<file path="config.mk">
export PLATFORM = sky130hd
export DESIGN_NAME = red_pitaya_trigger_arbiter
export DESIGN_NICKNAME = d
export VERILOG_FILES = /design/src/rtl/red_pitaya_trig_arb_pkg.sv /design/src/rtl/red_pitaya_trigger_arbiter_rr_pick.sv /design/src/rtl/red_pitaya_trigger_arbiter.sv
export SDC_FILE = /design/constraint.sdc
export NUM_CORES = 1
export LEC_CHECK = 0
export CORE_ASPECT_RATIO = 1.4
export CORE_MARGIN = 5
export CORE_UTILIZATION = 45
export CTS_CLUSTER_SIZE = 30
export DETAILED_ROUTE_END_ITERATION = 8
export GPL_TIMING_DRIVEN = 0
export PLACE_DENSITY = 0.72
export SLEW_MARGIN = 5
export SYNTH_ARGS = -nofsm -noshare
export SYNTH_HDL_FRONTEND = slang
export SYNTH_SLANG_ARGS = --single-unit
</file>
<file path="constraint.sdc">
create_clock -name clk_i -period 5.5 [get_ports clk_i]
set_input_delay 1.1 -clock clk_i [delete_from_list [all_inputs] [get_ports clk_i]]
set_output_delay 1.1 -clock clk_i [all_outputs]
set_load 0.02 [all_outputs]
</file>
<file path="src/rtl/red_pitaya_trig_arb_pkg.sv">
// Shared types and register map for the trigger arbiter.
package red_pitaya_trig_arb_pkg;

  localparam int IDX_W = 3;

  typedef enum logic [2:0] {
    ST_IDLE    = 3'd0,
    ST_ARM     = 3'd1,
    ST_WAIT    = 3'd2,
    ST_HOLD    = 3'd3,
    ST_RELEASE = 3'd4
  } state_e;

  localparam logic [15:0] REG_ENABLE   = 16'h0000;
  localparam logic [15:0] REG_TIMEOUT  = 16'h0004;
  localparam logic [15:0] REG_STATUS   = 16'h0008;
  localparam logic [15:0] REG_FLAGS    = 16'h000C;
  localparam logic [15:0] REG_TRIG_CNT = 16'h0010;
  localparam logic [15:0] REG_FORCE    = 16'h0014;

endpackage

</file>
<file path="src/rtl/red_pitaya_trigger_arbiter_rr_pick.sv">
// Round-robin picker: first eligible requester after last_i, wrapping, last_i itself checked last.
module red_pitaya_rr_pick
  import red_pitaya_trig_arb_pkg::*;
#(
  parameter int NREQ = 4
) (
  input  logic [NREQ-1:0]  eligible_i,
  input  logic [IDX_W-1:0] last_i,
  output logic             found_o,
  output logic [IDX_W-1:0] next_o
);

  localparam int SW = (NREQ > 1) ? $clog2(NREQ) : 1;

  always_comb begin
    int cand;
    // NOTE: every variable gets a default before any branch, so no path can infer a latch.
    found_o = 1'b0;
    next_o  = '0;
    cand    = 0;
    for (int i = 1; i <= NREQ; i++) begin
      cand = int'(last_i) + i;
      if (cand >= NREQ) cand = cand - NREQ;
      if (!found_o && eligible_i[cand[SW-1:0]]) begin
        found_o = 1'b1;
        next_o  = IDX_W'(cand);
      end
    end
  end

endmodule

</file>
<file path="src/rtl/red_pitaya_trigger_arbiter.sv">
// Round-robin owner of a shared trigger block: grants, rearms, routes the trigger, releases.
module red_pitaya_trigger_arbiter
  import red_pitaya_trig_arb_pkg::*;
#(
  parameter int NREQ   = 4,
  parameter int TOBITS = 32
) (
  input  logic            clk_i,
  input  logic            rst_i,
  input  logic [NREQ-1:0] req_i,
  input  logic [NREQ-1:0] done_i,
  output logic [NREQ-1:0] grant_o,
  output logic [NREQ-1:0] trig_o,
  output logic            rearm_o,
  input  logic            trig_i,
  input  logic [15:0]     addr,
  input  logic            wen,
  input  logic            ren,
  output logic            ack,
  output logic [31:0]     rdata,
  input  logic [31:0]     wdata
);

  state_e              state_q, state_d;
  logic [IDX_W-1:0]    owner_q, owner_d;
  logic [IDX_W-1:0]    last_q, last_d;
  logic [NREQ-1:0]     grant_q, grant_d;
  logic [NREQ-1:0]     trig_q, trig_d;
  logic                rearm_q, rearm_d;
  logic                ack_q, ack_d;
  logic [31:0]         rdata_q, rdata_d;
  logic [NREQ-1:0]     enable_q, enable_d;
  logic [TOBITS-1:0]   timeout_q, timeout_d;
  logic [NREQ-1:0]     flags_q, flags_d;
  logic [TOBITS-1:0]   cnt_q, cnt_d;
  logic [31:0]         trig_cnt_q, trig_cnt_d;

  logic                found;
  logic [IDX_W-1:0]    pick_idx;
  logic                owner_req, owner_done, force_rel;

  red_pitaya_rr_pick #(.NREQ(NREQ)) u_pick (
    .eligible_i (req_i & enable_q),
    .last_i     (last_q),
    .found_o    (found),
    .next_o     (pick_idx)
  );

  // grant_q is one-hot on the owner, so it doubles as the owner select mask.
  assign owner_req  = |(req_i & grant_q);
  assign owner_done = |(done_i & grant_q);
  assign force_rel  = wen && (addr == REG_FORCE);

  always_comb begin
    state_d    = state_q;
    owner_d    = owner_q;
    last_d     = last_q;
    grant_d    = grant_q;
    trig_d     = '0;
    rearm_d    = 1'b0;
    cnt_d      = cnt_q;
    trig_cnt_d = trig_cnt_q;
    flags_d    = flags_q;
    if (wen && addr == REG_FLAGS) flags_d = flags_q & ~wdata[NREQ-1:0];

    unique case (state_q)
      ST_IDLE: begin
        if (force_rel) begin
          state_d = ST_RELEASE;
        end else if (found) begin
          owner_d = pick_idx;
          grant_d = NREQ'(1) << pick_idx;
          state_d = ST_ARM;
        end
      end
      ST_ARM: begin
        cnt_d = '0;
        if (force_rel || !owner_req) begin
          state_d = ST_RELEASE;
        end else begin
          rearm_d = 1'b1;
          state_d = ST_WAIT;
        end
      end
      ST_WAIT: begin
        // Priority: force, withdrawal, trigger, then timeout.
        if (force_rel || !owner_req) begin
          state_d = ST_RELEASE;
        end else if (trig_i) begin
          trig_d     = grant_q;
          trig_cnt_d = trig_cnt_q + 32'd1;
          state_d    = ST_HOLD;
        end else if (timeout_q != '0 && cnt_q == timeout_q - TOBITS'(1)) begin
          flags_d = flags_d | grant_q;
          state_d = ST_RELEASE;
        end else begin
          cnt_d = cnt_q + TOBITS'(1);
        end
      end
      ST_HOLD: begin
        if (force_rel || owner_done || !owner_req) state_d = ST_RELEASE;
      end
      ST_RELEASE: begin
        grant_d = '0;
        if (|grant_q) last_d = owner_q;
        state_d = ST_IDLE;
      end
      default: state_d = ST_IDLE;
    endcase
  end

  always_comb begin
    enable_d  = enable_q;
    timeout_d = timeout_q;
    ack_d     = wen | ren;
    rdata_d   = '0;
    if (wen && addr == REG_ENABLE)  enable_d  = wdata[NREQ-1:0];
    if (wen && addr == REG_TIMEOUT) timeout_d = wdata[TOBITS-1:0];
    if (ren) begin
      case (addr)
        REG_ENABLE:   rdata_d = 32'(enable_q);
        REG_TIMEOUT:  rdata_d = 32'(timeout_q);
        REG_STATUS:   rdata_d = {22'd0, state_q[1:0], 1'b0, owner_q, 3'd0, |grant_q};
        REG_FLAGS:    rdata_d = 32'(flags_q);
        REG_TRIG_CNT: rdata_d = trig_cnt_q;
        default:      rdata_d = '0;
      endcase
    end
  end

  always_ff @(posedge clk_i) begin
    // NOTE: sequential state uses non-blocking assignments only, so every flop sees pre-edge values.
    if (rst_i) begin
      state_q    <= ST_IDLE;
      owner_q    <= '0;
      last_q     <= IDX_W'(NREQ - 1);
      grant_q    <= '0;
      trig_q     <= '0;
      rearm_q    <= 1'b0;
      ack_q      <= 1'b0;
      rdata_q    <= '0;
      enable_q   <= '0;
      timeout_q  <= '0;
      flags_q    <= '0;
      cnt_q      <= '0;
      trig_cnt_q <= '0;
    end else begin
      state_q    <= state_d;
      owner_q    <= owner_d;
      last_q     <= last_d;
      grant_q    <= grant_d;
      trig_q     <= trig_d;
      rearm_q    <= rearm_d;
      ack_q      <= ack_d;
      rdata_q    <= rdata_d;
      enable_q   <= enable_d;
      timeout_q  <= timeout_d;
      flags_q    <= flags_d;
      cnt_q      <= cnt_d;
      trig_cnt_q <= trig_cnt_d;
    end
  end

  assign grant_o = grant_q;
  assign trig_o  = trig_q;
  assign rearm_o = rearm_q;
  assign ack     = ack_q;
  assign rdata   = rdata_q;

endmodule

</file>
==> flow_summary_export.csv, run 1 <==
group,metric,value,unit
floorplan,num_rows,56,
placement,globalplace.congestion,0.888,
critical_path,reg2regPathDepth,13,
global_routing,overflow,0,
floorplan,dieArea,0.0199,mm²
yosys,ys_seq_elements,155,
floorplan,chipWidth,121,µm
min_path,whs_endpoint,"rdata[1]$_SDFF_PP0_",
yosys,netlist_top_cells_count,"155 x dfxtp_1, 129 x nor2_1, 118 x nand2_1, 61 x a21oi_1, 51 x xnor2_1",
cells_and_area,fill_cells,1552,
sta,worst_slew_pin_slew,1230,ps
power_and_ir_drop,ir_drop,0.000184,V
min_path,hold_start,"flags_q[1]$_SDFF_PP0_",
cells_and_area,multi_input_area,0.00431,mm²
cells_and_area,diodes,0,
drt,drtIter0Drc,506,
clock_tree,cts_resized,0,
yosys,synth_top_area_frac,0.403,
sta,worst_slack,1080,ps
drt,ant_nets,0,
yosys,ys.flop_type,"dfxtp_1",
min_path,whs_path_depth,2,
critical_path,critical_path.cell_chain,"inv_1 -> ha_1 -> or3b_2 -> clkbuf_1 -> or3_4 -> or3_1 -> a221o_1 -> or4_4 -> o41ai_4 -> buf_6 -> nor3_2 -> xnor2_1 -> nor2_1",
yosys,syn_area,0.00770,mm²
drt,drt_wl_total,22.6,mm
drt,route.detailed.drc,0,
placement,post-place-ws,954,ps
critical_path,cp-end-kind,"flip-flop",
power_and_ir_drop,p_leak,3.38,nW
cells_and_area,num-nets-final,1134,
yosys,syn_nets,1013,
power_and_ir_drop,p_clk_frac,0.481,
clock_tree,holdBufCountCts,0,
yosys,ys_warn_count,0,
global_routing,antenna_found_initial,0,
drt,num_vias,7299,
critical_path,reg2reg_from,"timeout_q[0]$_SDFFE_PP0P_",
clock_tree,clkSinkCount,155,
yosys,synth_edf_count,0,
drt,drt-wirelength-per-cell,17.6,µm
drt,drtPass1Iterations,5,
cells_and_area,ff_latch_area,0.00310,mm²
power_and_ir_drop,powerDensity,243,mW/mm²
critical_path,timing.rr.end,"cnt_q[24]$_SDFFE_PP0P_",
yosys,ys_seq_area_frac,0.403,
floorplan,coreArea,0.0168,mm²
sta,final.setup_skew,9.62,ps
yosys,synth_top_area_cell,"dfxtp_1",
clock_tree,cts_tree,"done",
clock_tree,cts_root_buf,"clkbuf_16",
sta,slew_viol_final,0,
global_routing,grt_pass1_wl,36.3,mm
sta,rsz0062_at_grt,"false",
global_routing,grt_max_degree,17,
yosys,synth_area_per_cell,8.14,µm²
yosys,synthTopCellsByArea,"dfxtp_1 40%, nor2_1 6.3%, xnor2_1 5.8%",
sta,final-hold-violation-count,0,
sta,period_share,0.804,
floorplan,die_y,165,µm
yosys,syn_inst,946,
power_and_ir_drop,p_switching,0.000546,W
power_and_ir_drop,intPower,0.00177,W
power_and_ir_drop,switching_share,0.236,
sta,relSlewSlack,0.168,
placement,hpwl,17.0,mm
outcome,status,"complete, no violations",
critical_path,worst_ep_required_time,5810,ps
critical_path,worst-setup-path-type,"flip-flop to flip-flop",
critical_path,crit_fanout,10,
critical_path,cp_slowest_stage_delay,660,ps
sta,fin_crit,4420,ps
min_path,hold_class,"flip-flop to flip-flop",
power_and_ir_drop,p_comb_frac,0.033,
yosys,async_flop_share,0,
global_routing,grt_pass1_vias,7153,
critical_path,crit_slowest_cell,"o41ai_4",
sta,timing.setup.tns,0,ps
clock_tree,post_cts_buffers,0,
critical_path,regToRegSetupSlack,1080,ps
clock_tree,path_clk_slew,70,ps
cells_and_area,area_growth,23.7,%
floorplan,top_level_ports,103,
sta,setup_violations,0,
power_and_ir_drop,p_seq_frac,0.485,
global_routing,track_usage,0.232,
cells_and_area,utilization,0.567,
floorplan,start_util,0.458,
critical_path,start_kind,"flip-flop",
drt,vias_per_cell,5.69,
flow_run,maxCapViolCount,0,
yosys,synth_most_common_cell,"dfxtp_1",
critical_path,crit_arrival,4730,ps
cells_and_area,drive_gt1_frac,0.0565,
sta,max_freq,226,MHz
yosys,ys_types,66,
placement,io_buffers,102,
clock_tree,h-tree-depth,4,
clock_tree,clock_path_buffers,2,
clock_tree,clk_latency,430,ps
clock_tree,cts_buffers,17,
-- power by group through the flow --
stage / Clock (W) / Sequential (W) / Combinational, W
floorplan: 0 / 0.00115 / 0.0000167
global placement: 0 / 0.00115 / 0.0000765
detailed placement: 0 / 0.00115 / 0.0000765
CTS: 0.00112 / 0.00112 / 0.0000770
global route: 0.00117 / 0.00112 / 0.0000820
finish: 0.00111 / 0.00112 / 0.0000772
-- placed cells by master (no fill, tap or decap), drive strengths merged, types with 23 or more instances in the layout --
cell | synthesis | routed
a21oi | 61 | 61
a22oi | 26 | 26
and3 | 24 | 24
clkbuf | 43 | 62
clkdlybuf4s50 | 0 | 102
dfxtp | 155 | 155
inv | 18 | 25
nand2 | 118 | 118
nand3 | 29 | 29
nor2 | 129 | 129
nor3 | 30 | 30
o21ai | 23 | 23
xnor2 | 51 | 51
xor2 | 36 | 36
-- worst max-delay path, delay by kind of cell, from the launching register on --
kind            cells  cell delay (ps)
compound gates      2             1010
xor+xnor            1              170
fa+ha+maj           1              230
buf+inv             3              560
flops               1              400
simple gates        6             1930
-- sequential cells by signal, indices dropped and copies added, names as in the netlist --
name	flops
cnt_q	32
grant_o	4
ack	1
rearm_o	1
state_q	3
timeout_q	32
flags_q	4
last_q	3
owner_q	3
rdata	32
trig_o	4
enable_q	4
trig_cnt_q	32
-- how the worst max path moves through the flow --
stage | end | slack [ps] | cells after the start | start
6_report | cnt_q[24]$_SDFFE_PP0P_ | 1080 | 13 | timeout_q[0]$_SDFFE_PP0P_
5_1_grt | cnt_q[26]$_SDFFE_PP0P_ | 880 | 13 | timeout_q[0]$_SDFFE_PP0P_
4_1_cts | cnt_q[24]$_SDFFE_PP0P_ | 1110 | 13 | timeout_q[0]$_SDFFE_PP0P_
3_5_place_dp | trig_cnt_q[31]$_SDFFE_PP0P_ | 950 | 9 | addr[8]
3_3_place_gp | trig_cnt_q[31]$_SDFFE_PP0P_ | 970 | 9 | addr[10]
2_1_floorplan | cnt_q[28]$_SDFFE_PP0P_ | 1660 | 13 | timeout_q[0]$_SDFFE_PP0P_
-- per-stage QoR --
| stage | hold slack (ps) | instances | power [W] | area (µm²) |
|---|---|---|---|---|
| 4_1_cts | 491 | 1283 | 0.00232 | 9530 |
| 6_report | 493 | 1283 | 0.00231 | 9530 |
| 3_5_place_dp | 483 | 1251 | 0.00122 | 8980 |
| 3_3_place_gp | 476 | 1251 | 0.00122 | 8980 |
| 2_1_floorplan | 432 | 946 | 0.00117 | 7700 |
| 5_1_grt | 509 | 1283 | 0.00238 | 9530 |
-- layout make-up --
type	instances	share of cell area
Buffer	54	0.0235
Clock buffer	19	0.0465
Clock inverter	13	0.0114
Inverter	18	0.00709
Multi-Input combinational cell	719	0.452
Sequential cell	155	0.326
Tap cell	203	0.0267
Timing Repair Buffer	102	0.107
-- kinds of logic (layout without fill, tap and decap cells) --
kind of cell             count (synthesis)  in the layout  synth area share
multiplexers                            15             15            0.0197
adder cells (fa/ha/maj)                  6              6           0.00975
flip-flops                             155            155             0.403
buffers and inverters                   72            206            0.0379
XOR/XNOR                                87             87            0.0989
AO/OA/AOI/OAI                          173            173             0.151
AND/OR/NAND/NOR                        438            438             0.280
-- metal layers --
layer  wire length (µm)  share of wire  global-route usage  up-vias
met4                734          0.032               0.109        0
met2              11500           0.51               0.414      230
li1                   -              -                   -     3585
met3               1160          0.051              0.0435       49
met1               9280           0.41               0.267     3435
met5                  0              0                   0        -
Power figures use the tool's default switching activity.
==> inputs of run 2 (changes only) <==
==> constraint.sdc (replaced) <==
create_clock -name clk_i -period 4.47 [get_ports clk_i]
set_input_delay 0.894 -clock clk_i [delete_from_list [all_inputs] [get_ports clk_i]]
set_output_delay 0.894 -clock clk_i [all_outputs]
set_load 0.02 [all_outputs]
==> flow_summary_export.csv, run 2 (synthesis gave the netlist of run 1 again) <==
group,metric,value,unit
clock_tree,h-tree-depth,4,
outcome,status,"complete, no violations",
sta,period_share,0.942,
sta,final-hold-violation-count,0,
cells_and_area,num-nets-final,1135,
floorplan,chipWidth,121,µm
cells_and_area,diodes,0,
drt,drtIter0Drc,474,
floorplan,dieArea,0.0199,mm²
clock_tree,clkSinkCount,155,
drt,drt-wirelength-per-cell,17.6,µm
floorplan,num_rows,56,
global_routing,grt_pass1_wl,36.3,mm
placement,io_buffers,102,
floorplan,coreArea,0.0168,mm²
critical_path,cp-end-kind,"flip-flop",
clock_tree,cts_resized,0,
critical_path,worst_ep_required_time,4800,ps
critical_path,worst-setup-path-type,"flip-flop to flip-flop",
drt,drt_wl_total,22.6,mm
placement,globalplace.congestion,0.888,
sta,relSlewSlack,0.171,
flow_run,maxCapViolCount,0,
critical_path,path_buf_inv,2,
sta,final.setup_skew,6.74,ps
floorplan,die_y,165,µm
placement,dp_cells,1251,
critical_path,crit_fanout,10,
drt,route.detailed.drc,0,
critical_path,start_kind,"flip-flop",
global_routing,antenna_found_initial,0,
critical_path,critical_path.cell_chain,"buf_2 -> nor4_1 -> nand4_1 -> or4_1 -> nand4_1 -> or4b_1 -> nor3_2 -> nor4_2 -> buf_2 -> a21oi_1 -> a31o_2",
floorplan,start_util,0.458,
clock_tree,cts_tree,"done",
cells_and_area,area_growth,23.8,%
clock_tree,clk_latency,430,ps
power_and_ir_drop,p_leak,3.38,nW
placement,hpwl,17.0,mm
power_and_ir_drop,ir_drop,0.000228,V
sta,worst_slew_pin_slew,1230,ps
critical_path,cp_slowest_stage_delay,800,ps
global_routing,grt_pass1_vias,7153,
drt,num_vias,7345,
drt,drtPass1Iterations,6,
sta,timing.setup.tns,0,ps
global_routing,overflow,0,
floorplan,top_level_ports,103,
cells_and_area,final_common_cell,"dfxtp_1",
cells_and_area,drive_gt1_frac,0.0574,
clock_tree,cts_buffers,17,
clock_tree,cts_root_buf,"clkbuf_16",
sta,rsz0062_at_grt,"false",
sta,setup_violations,0,
drt,ant_nets,0,
critical_path,crit_slowest_cell,"nor4_1",
power_and_ir_drop,powerDensity,298,mW/mm²
sta,fin_crit,4210,ps
critical_path,cp_top_family,"simple AND/OR/NAND/NOR gates",
global_routing,track_usage,0.232,
drt,vias_per_cell,5.72,
cells_and_area,final_cell_mix,"155 x dfxtp_1, 129 x nor2_1, 118 x nand2_1",
clock_tree,path_clk_slew,70,ps
cells_and_area,utilization,0.567,
cells_and_area,fin_cells,1284,
sta,slew_viol_final,0,
clock_tree,holdBufCountCts,0,
critical_path,crit_arrival,4540,ps
global_routing,grt_max_degree,17,
min_path,hold_class,"flip-flop to flip-flop",
sta,max_freq,238,MHz
clock_tree,clock_path_buffers,2,
==> run 2: cell types whose count changed in the layout (fill, tap and decap cells not counted), sizes merged <==
| cell | delta |
|---|---|
| buf | +1 |
==> run 2: through the flow <==
step	power [W]	cell area, µm²	setup slack, ps	hold WS (ps)
2_1_floorplan	0.00143	7700	627	432
3_3_place_gp	0.00151	8980	146	476
3_5_place_dp	0.00151	8980	111	483
4_1_cts	0.00286	9530	76.0	491
5_1_grt	0.00293	9540	26.5	509
6_report	0.00284	9540	260	495
==> run 2: cell type report <==
cell class	count	area (µm²)
fill	1552	7280
tap	203	254
multi-input combinational	719	4310
buffer	54	224
clock buffer	19	443
sequential	155	3100
clock inverter	13	109
timing repair buffer	103	1030
inverter	18	67.6
==> run 2: routing by layer <==
layer / GRT usage / up-vias / wire, µm
met5: 0 / - / 0
met3: 0.0435 / 56 / 1320
met1: 0.267 / 3431 / 9100
li1: - / 3593 / -
met4: 0.109 / 0 / 785
met2: 0.414 / 265 / 11400
==> run 2: what timing repair did <==
item                                    4_1_cts  5_1_grt
buffers inserted                              0        1
hold endpoints to repair                      0        0
endpoints found under the setup margin        0       12
==> run 2: worst paths after layout <==
kind / start / end / slack, ps / cells past startpoint
worst max register to register: timeout_q[5]$_SDFFE_PP0P_ / cnt_q[25]$_SDFFE_PP0P_ / 260 / 11
worst max-delay path: timeout_q[5]$_SDFFE_PP0P_ / cnt_q[25]$_SDFFE_PP0P_ / 260 / 11
worst min register to register: flags_q[1]$_SDFF_PP0_ / rdata[1]$_SDFF_PP0_ / 490 / 2
worst min-delay path: flags_q[1]$_SDFF_PP0_ / rdata[1]$_SDFF_PP0_ / 490 / 2
==> run 2: worst reg2reg max path: stages (launching register included) <==
cell     delay [ps]
dfxtp_1         290
buf_2           170
nor4_1          800
nand4_1         590
or4_1           630
nand4_1         120
or4b_1          230
nor3_2          100
nor4_2          550
buf_2           340
a21oi_1          90
a31o_2          210
==> run 2: report_power, final <==
part	switching, W	internal, W	leakage (nW)
logic	0.0000422	0.0000528	1.87
clock network	0.000628	0.000740	0.269
registers	0.000000156	0.00138	1.25
total	0.000671	0.00217	3.38
